$ cat config.mk
export PLATFORM = sky130hd
export DESIGN_NAME = uart_inject_scheduler
export DESIGN_NICKNAME = d
export VERILOG_FILES = /design/src/rtl/uart_pkg.sv /design/src/rtl/sync_fifo.sv /design/src/rtl/uart_inject_scheduler.sv
export SDC_FILE = /design/constraint.sdc
export NUM_CORES = 1
export LEC_CHECK = 0
export CORE_MARGIN = 4
export CORE_UTILIZATION = 60
export CTS_CLUSTER_DIAMETER = 100
export DETAILED_ROUTE_END_ITERATION = 6
export GPL_TIMING_DRIVEN = 0
export PLACE_DENSITY = 0.89
export REMOVE_ABC_BUFFERS = 1
export SYNTH_ARGS = -nofsm -noshare
export SYNTH_HDL_FRONTEND = slang
export SYNTH_SLANG_ARGS = --single-unit
$ cat constraint.sdc
create_clock -name sys_clk -period 4 [get_ports sys_clk]
set_input_delay 0.4 -clock sys_clk [delete_from_list [all_inputs] [get_ports sys_clk]]
set_output_delay 0.4 -clock sys_clk [all_outputs]
set_load 0.01 [all_outputs]
$ cat src/rtl/uart_pkg.sv
// Shared types and elaboration-time helpers for the UART injection path.
package uart_pkg;

  typedef enum logic [2:0] {
    ST_IDLE,
    ST_WAIT_GAP,
    ST_SELECT,
    ST_START,
    ST_WAIT_BUSY,
    ST_WAIT_DONE,
    ST_GUARD
  } state_t;

  // Cycles the driver gets to acknowledge a start by dropping write_ready.
  localparam int unsigned BUSY_TIMEOUT = 4;

  function automatic int unsigned bit_duration(input int unsigned sys_freq_hz,
                                               input int unsigned baud_rate);
    return sys_freq_hz / baud_rate;
  endfunction

  function automatic int unsigned cnt_width(input int unsigned max_val);
    return (max_val < 2) ? 1 : $clog2(max_val + 1);
  endfunction

endpackage

$ cat src/rtl/sync_fifo.sv
// Single-clock FIFO with occupancy count; a push into a full FIFO is taken
// when a pop happens in the same cycle.
module sync_fifo #(
  parameter int unsigned WIDTH = 8,
  parameter int unsigned DEPTH = 8
) (
  input  logic                     clk,
  input  logic                     rst_n,
  input  logic                     flush,
  input  logic                     push,
  input  logic [WIDTH-1:0]         push_data,
  input  logic                     pop,
  output logic [WIDTH-1:0]         head,
  output logic [$clog2(DEPTH):0]   count,
  output logic                     full,
  output logic                     empty
);

  localparam int unsigned AW = $clog2(DEPTH);

  logic [WIDTH-1:0] mem [DEPTH];
  logic [AW-1:0]    wr_ptr;
  logic [AW-1:0]    rd_ptr;
  logic             do_push;
  logic             do_pop;

  assign full    = (count == (AW+1)'(DEPTH));
  assign empty   = (count == '0);
  assign do_pop  = pop & ~empty;
  assign do_push = push & (~full | do_pop);
  assign head    = mem[rd_ptr];

  always_ff @(posedge clk or negedge rst_n) begin
    if (!rst_n) begin
      wr_ptr <= '0;
      rd_ptr <= '0;
      count  <= '0;
    end else if (flush) begin
      wr_ptr <= '0;
      rd_ptr <= '0;
      count  <= '0;
    end else begin
      if (do_push) wr_ptr <= wr_ptr + 1'b1;
      if (do_pop)  rd_ptr <= rd_ptr + 1'b1;
      case ({do_push, do_pop})
        2'b10:   count <= count + 1'b1;
        2'b01:   count <= count - 1'b1;
        default: ;
      endcase
    end
  end

  always_ff @(posedge clk) begin
    if (do_push && !flush) mem[wr_ptr] <= push_data;
  end

endmodule

$ cat src/rtl/uart_inject_scheduler.sv
// Queues fake bytes and injects them onto the UART output mux only after the
// real line has been idle long enough, holding the mux for a guard time.
module uart_inject_scheduler
  import uart_pkg::*;
#(
  parameter int unsigned SYS_FREQ_HZ   = 12_000_000,
  parameter int unsigned BAUD_RATE     = 115_200,
  parameter int unsigned NUM_DATA_BITS = 8,
  parameter int unsigned FIFO_DEPTH    = 8,
  parameter int unsigned IDLE_BITS     = 12,
  parameter int unsigned GUARD_BITS    = 1
) (
  input  logic                          sys_clk,
  input  logic                          rst,
  input  logic                          enable,
  input  logic                          push_valid,
  input  logic [NUM_DATA_BITS-1:0]      push_data,
  output logic                          push_ready,
  input  logic                          flush,
  input  logic                          real_rx_in,
  input  logic                          tx_write_ready,
  output logic                          tx_start,
  output logic [NUM_DATA_BITS-1:0]      tx_data,
  output logic                          tx_select,
  output logic                          busy,
  output logic [$clog2(FIFO_DEPTH):0]   fifo_count,
  output logic                          sent_pulse,
  output logic                          overflow
);

  localparam int unsigned BIT_DURATION = bit_duration(SYS_FREQ_HZ, BAUD_RATE);
  localparam int unsigned IDLE_CYCLES  = IDLE_BITS * BIT_DURATION;
  localparam int unsigned GUARD_CYCLES = GUARD_BITS * BIT_DURATION;
  localparam int unsigned TMR_MAX      = (GUARD_CYCLES > BUSY_TIMEOUT) ? GUARD_CYCLES : BUSY_TIMEOUT;
  localparam int unsigned IW           = cnt_width(IDLE_CYCLES);
  localparam int unsigned TW           = cnt_width(TMR_MAX);

  state_t                   state;
  state_t                   state_next;
  logic [1:0]               rx_sync;
  logic [IW-1:0]            idle_cnt;
  logic                     line_idle;
  logic [TW-1:0]            tmr;
  logic                     pop;
  logic [NUM_DATA_BITS-1:0] fifo_head;
  logic                     fifo_full;
  logic                     fifo_empty;

  sync_fifo #(
    .WIDTH (NUM_DATA_BITS),
    .DEPTH (FIFO_DEPTH)
  ) u_fifo (
    .clk       (sys_clk),
    .rst_n     (rst),
    .flush     (flush),
    .push      (push_valid),
    .push_data (push_data),
    .pop       (pop),
    .head      (fifo_head),
    .count     (fifo_count),
    .full      (fifo_full),
    .empty     (fifo_empty)
  );

  assign push_ready = ~fifo_full;
  assign busy       = (state != ST_IDLE);
  assign line_idle  = (idle_cnt == IW'(IDLE_CYCLES));

  always_ff @(posedge sys_clk or negedge rst) begin
    if (!rst) begin
      rx_sync  <= '0;
      idle_cnt <= '0;
    end else begin
      rx_sync <= {rx_sync[0], real_rx_in};
      if (!rx_sync[1])     idle_cnt <= '0;
      else if (!line_idle) idle_cnt <= idle_cnt + 1'b1;
    end
  end

  always_comb begin
    state_next = state;
    tx_start   = 1'b0;
    pop        = 1'b0;
    sent_pulse = 1'b0;
    case (state)
      ST_IDLE:      if (enable && !fifo_empty) state_next = ST_WAIT_GAP;
      ST_WAIT_GAP: begin
        if (!enable || fifo_empty) state_next = ST_IDLE;
        else if (line_idle)        state_next = ST_SELECT;
      end
      ST_SELECT:    state_next = ST_START;
      // A flush while settling leaves nothing to send; release via guard.
      ST_START: begin
        if (fifo_empty) begin
          state_next = ST_GUARD;
        end else if (tx_write_ready) begin
          tx_start   = 1'b1;
          pop        = 1'b1;
          state_next = ST_WAIT_BUSY;
        end
      end
      ST_WAIT_BUSY: begin
        if (!tx_write_ready)                     state_next = ST_WAIT_DONE;
        else if (tmr == TW'(BUSY_TIMEOUT - 1))   state_next = ST_GUARD;
      end
      ST_WAIT_DONE: begin
        if (tx_write_ready) begin
          sent_pulse = 1'b1;
          state_next = (!fifo_empty && enable) ? ST_START : ST_GUARD;
        end
      end
      ST_GUARD:     if (tmr == TW'(GUARD_CYCLES - 1)) state_next = ST_IDLE;
      default:      state_next = ST_IDLE;
    endcase
  end

  always_ff @(posedge sys_clk or negedge rst) begin
    if (!rst) begin
      state     <= ST_IDLE;
      tmr       <= '0;
      tx_select <= 1'b0;
      tx_data   <= '0;
      overflow  <= 1'b0;
    end else begin
      state     <= state_next;
      tmr       <= (state_next != state) ? '0 : tmr + 1'b1;
      tx_select <= state_next inside {ST_SELECT, ST_START, ST_WAIT_BUSY, ST_WAIT_DONE, ST_GUARD};
      // Head is captured on the way into START so it is stable during the pulse.
      if (state_next == ST_START) tx_data <= fifo_head;
      if (flush)                                       overflow <= 1'b0;
      else if (push_valid && fifo_full && !pop)        overflow <= 1'b1;
    end
  end

endmodule

==> flow_summary.rst <==
.. list-table::
   :header-rows: 1

   * - Metric
     - Value
   * - Run status
     - finished clean
   * - Wire length of the first global-routing pass
     - ~15,000 µm
   * - Proportion of synthesized flip-flops having asynchronous set or reset
     - 0.402
   * - Max frequency
     - approximately 320 MHz
   * - Count of nets left with antenna violations after detail routing
     - 0
   * - Instance count along the most critical hold path
     - 0
   * - Number of hold buffers added after CTS
     - 1
   * - Clk slew on worst S/H paths
     - 110 ps
   * - Hold Fails Final Rpt
     - 0
   * - Via count
     - around 2,800
   * - Unrepaired setup endpoints after global routing
     - false
   * - Setup slack of the most critical reg-to-reg path
     - around 830 ps
   * - Worst-Margin Slew
     - ~1100 ps
   * - Number of setup violations in the final report
     - 0
   * - Count of buffering cells on the critical path with inverters included
     - 0
   * - Antenna diode count
     - 0
   * - All-layer global routing usage
     - 0.205
   * - Kind of end point of the critical path
     - flip-flop
   * - Category of the most critical setup path
     - reg -> reg
   * - First-pass iteration count of the detailed router
     - 5
   * - GR Overflow Total
     - 0
   * - Share of post-route cells with drive strength above 1
     - 0.193
   * - Portion of synthesized cell area occupied by the leading cell type
     - 0.398
   * - Number of placed I/O pins
     - 33
   * - Number of stages on the worst setup path
     - 5
   * - Clock Path Buffers
     - 2
   * - First DRT Iteration DRCs
     - approximately 160
   * - Cell area after synthesis
     - between 4000 and 5000 µm²
   * - Worst setup skew after layout
     - between 15 and 20 ps
   * - Top_reg_cell synth
     - edfxtp_1
   * - HPWL reported at the end of detailed placement
     - around 6000 µm
   * - Average cell area after synthesis
     - between 10 and 15 µm²
   * - Die boundary width
     - about 98 µm
   * - Placeable core region
     - between 7000 and 8000 µm²
   * - Most numerous cell types in the synthesized netlist
     - 64 x edfxtp_1, 43 x dfrtp_1, 28 x nor2_1
   * - Clock root buffer
     - clkbuf_8
   * - Logic depth of the worst register-to-register path
     - 5
   * - Share of synthesized area occupied by flip-flops and latches
     - 0.621
   * - Sw Ratio
     - 0.235
   * - Clock latency at the later pin of the worst-skew pair
     - approximately 370 ps
   * - R2R Path Start
     - state[0]$_DFF_PN0_
   * - FF+latch count, synth
     - between 100 and 150
   * - Routed WL
     - approximately 9000 µm
   * - CTS Buf Count
     - 9
   * - Largest stage delay on the critical path
     - between 600 and 700 ps
   * - Max-slew headroom at the worst pin
     - 0.284
   * - Weighted congestion at the end of routability-driven global placement
     - around 0.84
   * - Worst hold-check path type
     - reg -> reg
   * - Number of antenna violations at the first check in global routing
     - 0
   * - Maximum level of the CTS H-tree
     - 3
   * - Starting Density
     - 0.621
   * - MaxCap Viol Count
     - 0
   * - Final worst-path cycle share
     - 0.792
   * - TritonCTS clock tree
     - yes
   * - Share of total power in sequential cells
     - 0.599
   * - Number of slew-limit violations in the final report
     - 0
   * - Number of port buffers
     - 32
   * - Req. time, crit path
     - ~4000 ps
   * - Area delta synth->final
     - 13.6%
   * - Hold path start
     - rx_sync[0]$_DFF_PN0_
   * - Count of mapped cells out of synthesis
     - between 300 and 400
   * - Largest net degree at the start of global routing
     - 27
   * - Number of global-route vias before repair
     - roughly 2,900
   * - Switching power
     - 473 µW
   * - Share of power burned in the clock network
     - 0.355
   * - # Post-CTS Setup Buffers
     - 0
   * - Count of yosys warnings during synthesis
     - 0
   * - Pint
     - 1540 µW
   * - Arrival time of data at the critical path endpoint
     - approximately 3200 ps
   * - Final critical path time including I/O delays and setup
     - 3170 ps
   * - Site Rows
     - 32
   * - Hold_ws
     - ~360 ps
   * - Number of remaining DRC errors
     - 0
   * - Cells taking the most area after synthesis
     - edfxtp_1 40%, dfrtp_1 22%, mux4_2 7.5%
   * - Peak fanout along the critical path
     - 14
   * - Leakage
     - approximately 0.0021 µW
   * - Largest voltage drop on the vdd net
     - between 0.0002 and 0.0003 V
   * - Die height
     - a little under 100 µm
   * - Detailed-route vias per instance
     - slightly below 6
   * - Most instantiated library cell after synthesis
     - edfxtp_1
   * - Setup Total Neg Slack
     - 0 ps
   * - EDFF count, synth
     - 64
   * - Top Family by Delay on Critical Path
     - simple AND/OR/NAND/NOR gates
   * - Total power draw
     - roughly 2000 µW
   * - CP max stage cell
     - nor2_1
   * - Total Die Area
     - about 9500 µm²
   * - Cell accounting for the most synthesized area
     - edfxtp_1
   * - Sequence of cells on the critical path
     - nand4b_1, nor2_2, o21ai_1, or3b_2, nor2_1
   * - RR Endpoint
     - u_fifo.mem[3][2]$_DFFE_PP_
   * - Category of the worst setup path launch point
     - flip-flop
   * - Number of unique standard cell types used by synthesis
     - 58
   * - CTS resizes
     - 0
   * - Net count, final
     - 380
   * - Logic gate share of total power
     - 0.047
   * - Power density over the cells
     - between 300 and 400 nW/µm²
   * - Worst Hold Endpoint
     - rx_sync[1]$_DFF_PN0_
   * - # clock sinks
     - 107
   * - Routed len/inst
     - between 15 and 20 µm
[worst max path at each step]
stage	slack, ps	end	from
after global routing	620	u_fifo.mem[1][4]$_DFFE_PP_	state[0]$_DFF_PN0_
after floorplan	1190	u_fifo.mem[1][0]$_DFFE_PP_	state[0]$_DFF_PN0_
after CTS	350	u_fifo.mem[1][2]$_DFFE_PP_	state[0]$_DFF_PN0_
final	830	u_fifo.mem[3][2]$_DFFE_PP_	state[0]$_DFF_PN0_
after detailed placement	40	u_fifo.mem[1][3]$_DFFE_PP_	tx_write_ready
after global placement	150	u_fifo.mem[1][5]$_DFFE_PP_	tx_write_ready
[metal layers]
layer,wire (µm),track usage,vias to the layer above,part of all wire
met5,0,0,-,0
met4,112,0.0607,0,0.012
met3,331,0.0359,13,0.036
met2,4950,0.363,79,0.54
met1,3750,0.258,1392,0.41
li1,-,-,1282,-
[power groups by stage]
stage,Clock [µW],Sequential [µW],Combinational (µW)
6_report,715,1210,94.0
5_1_grt,777,1210,104
4_1_cts,721,1210,94.5
3_5_place_dp,0,1230,91.6
3_3_place_gp,0,1230,84.9
2_1_floorplan,0,1230,40.8
[worst reg2reg max path: cells and delay by family (launching register included)]
| family | cells | cell delay [ps] |
|---|---|---|
| simple gates | 4 | 1920 |
| flops | 1 | 660 |
| compound gates | 1 | 210 |
[cell families (layout without fill, tap and decap cells)]
group	after synthesis	in the layout	synth area share
XOR/XNOR	21	21	0.0381
adder cells (fa/ha/maj)	7	7	0.0181
buffers and inverters	15	55	0.0153
AND/OR/NAND/NOR	100	100	0.118
AO/OA/AOI/OAI	34	34	0.0565
flip-flops	107	107	0.621
multiplexers	39	39	0.133
[flip-flops by register name, summed over array words and instances, names as in the netlist]
| name | count |
|---|---|
| u_fifo.mem | 64 |
| idle_cnt | 11 |
| rx_sync | 2 |
| overflow | 1 |
| u_fifo.wr_ptr | 3 |
| tmr | 7 |
| tx_select | 1 |
| u_fifo.rd_ptr | 3 |
| u_fifo.count | 4 |
| state | 3 |
| tx_data | 8 |
[layout make-up]
cell class                      instances  area [µm²]
Sequential cell                       107        3000
Fill cell                             502        2290
Multi-Input combinational cell        201        1770
Timing Repair Buffer                   34         345
Tap cell                              102         128
Clock buffer                            9         124
Clock inverter                          7         103
Inverter                                5        18.8
[metrics by stage]
stage	setup slack, ps	instance area, µm²	util	cells
final	833	5480	0.706	465
after global placement	149	5220	0.672	447
after global routing	619	5480	0.706	465
after CTS	348	5470	0.704	465
after floorplan	1190	4770	-	313
after detailed placement	44.3	5240	0.674	448
[cells in the final DEF, fill, tap and decap left out, drive strengths merged, types with 9 or more instances in the layout]
cell type / Yosys / final
xor2: 12 / 12
nand3: 10 / 10
clkbuf: 3 / 9
nor2: 29 / 29
nand2: 14 / 14
mux4: 16 / 16
mux2: 17 / 17
clkdlybuf4s50: 0 / 31
xnor2: 9 / 9
and2: 10 / 10
edfxtp: 64 / 64
dfrtp: 43 / 43
Note: power is estimated with default switching activity, not from simulation.
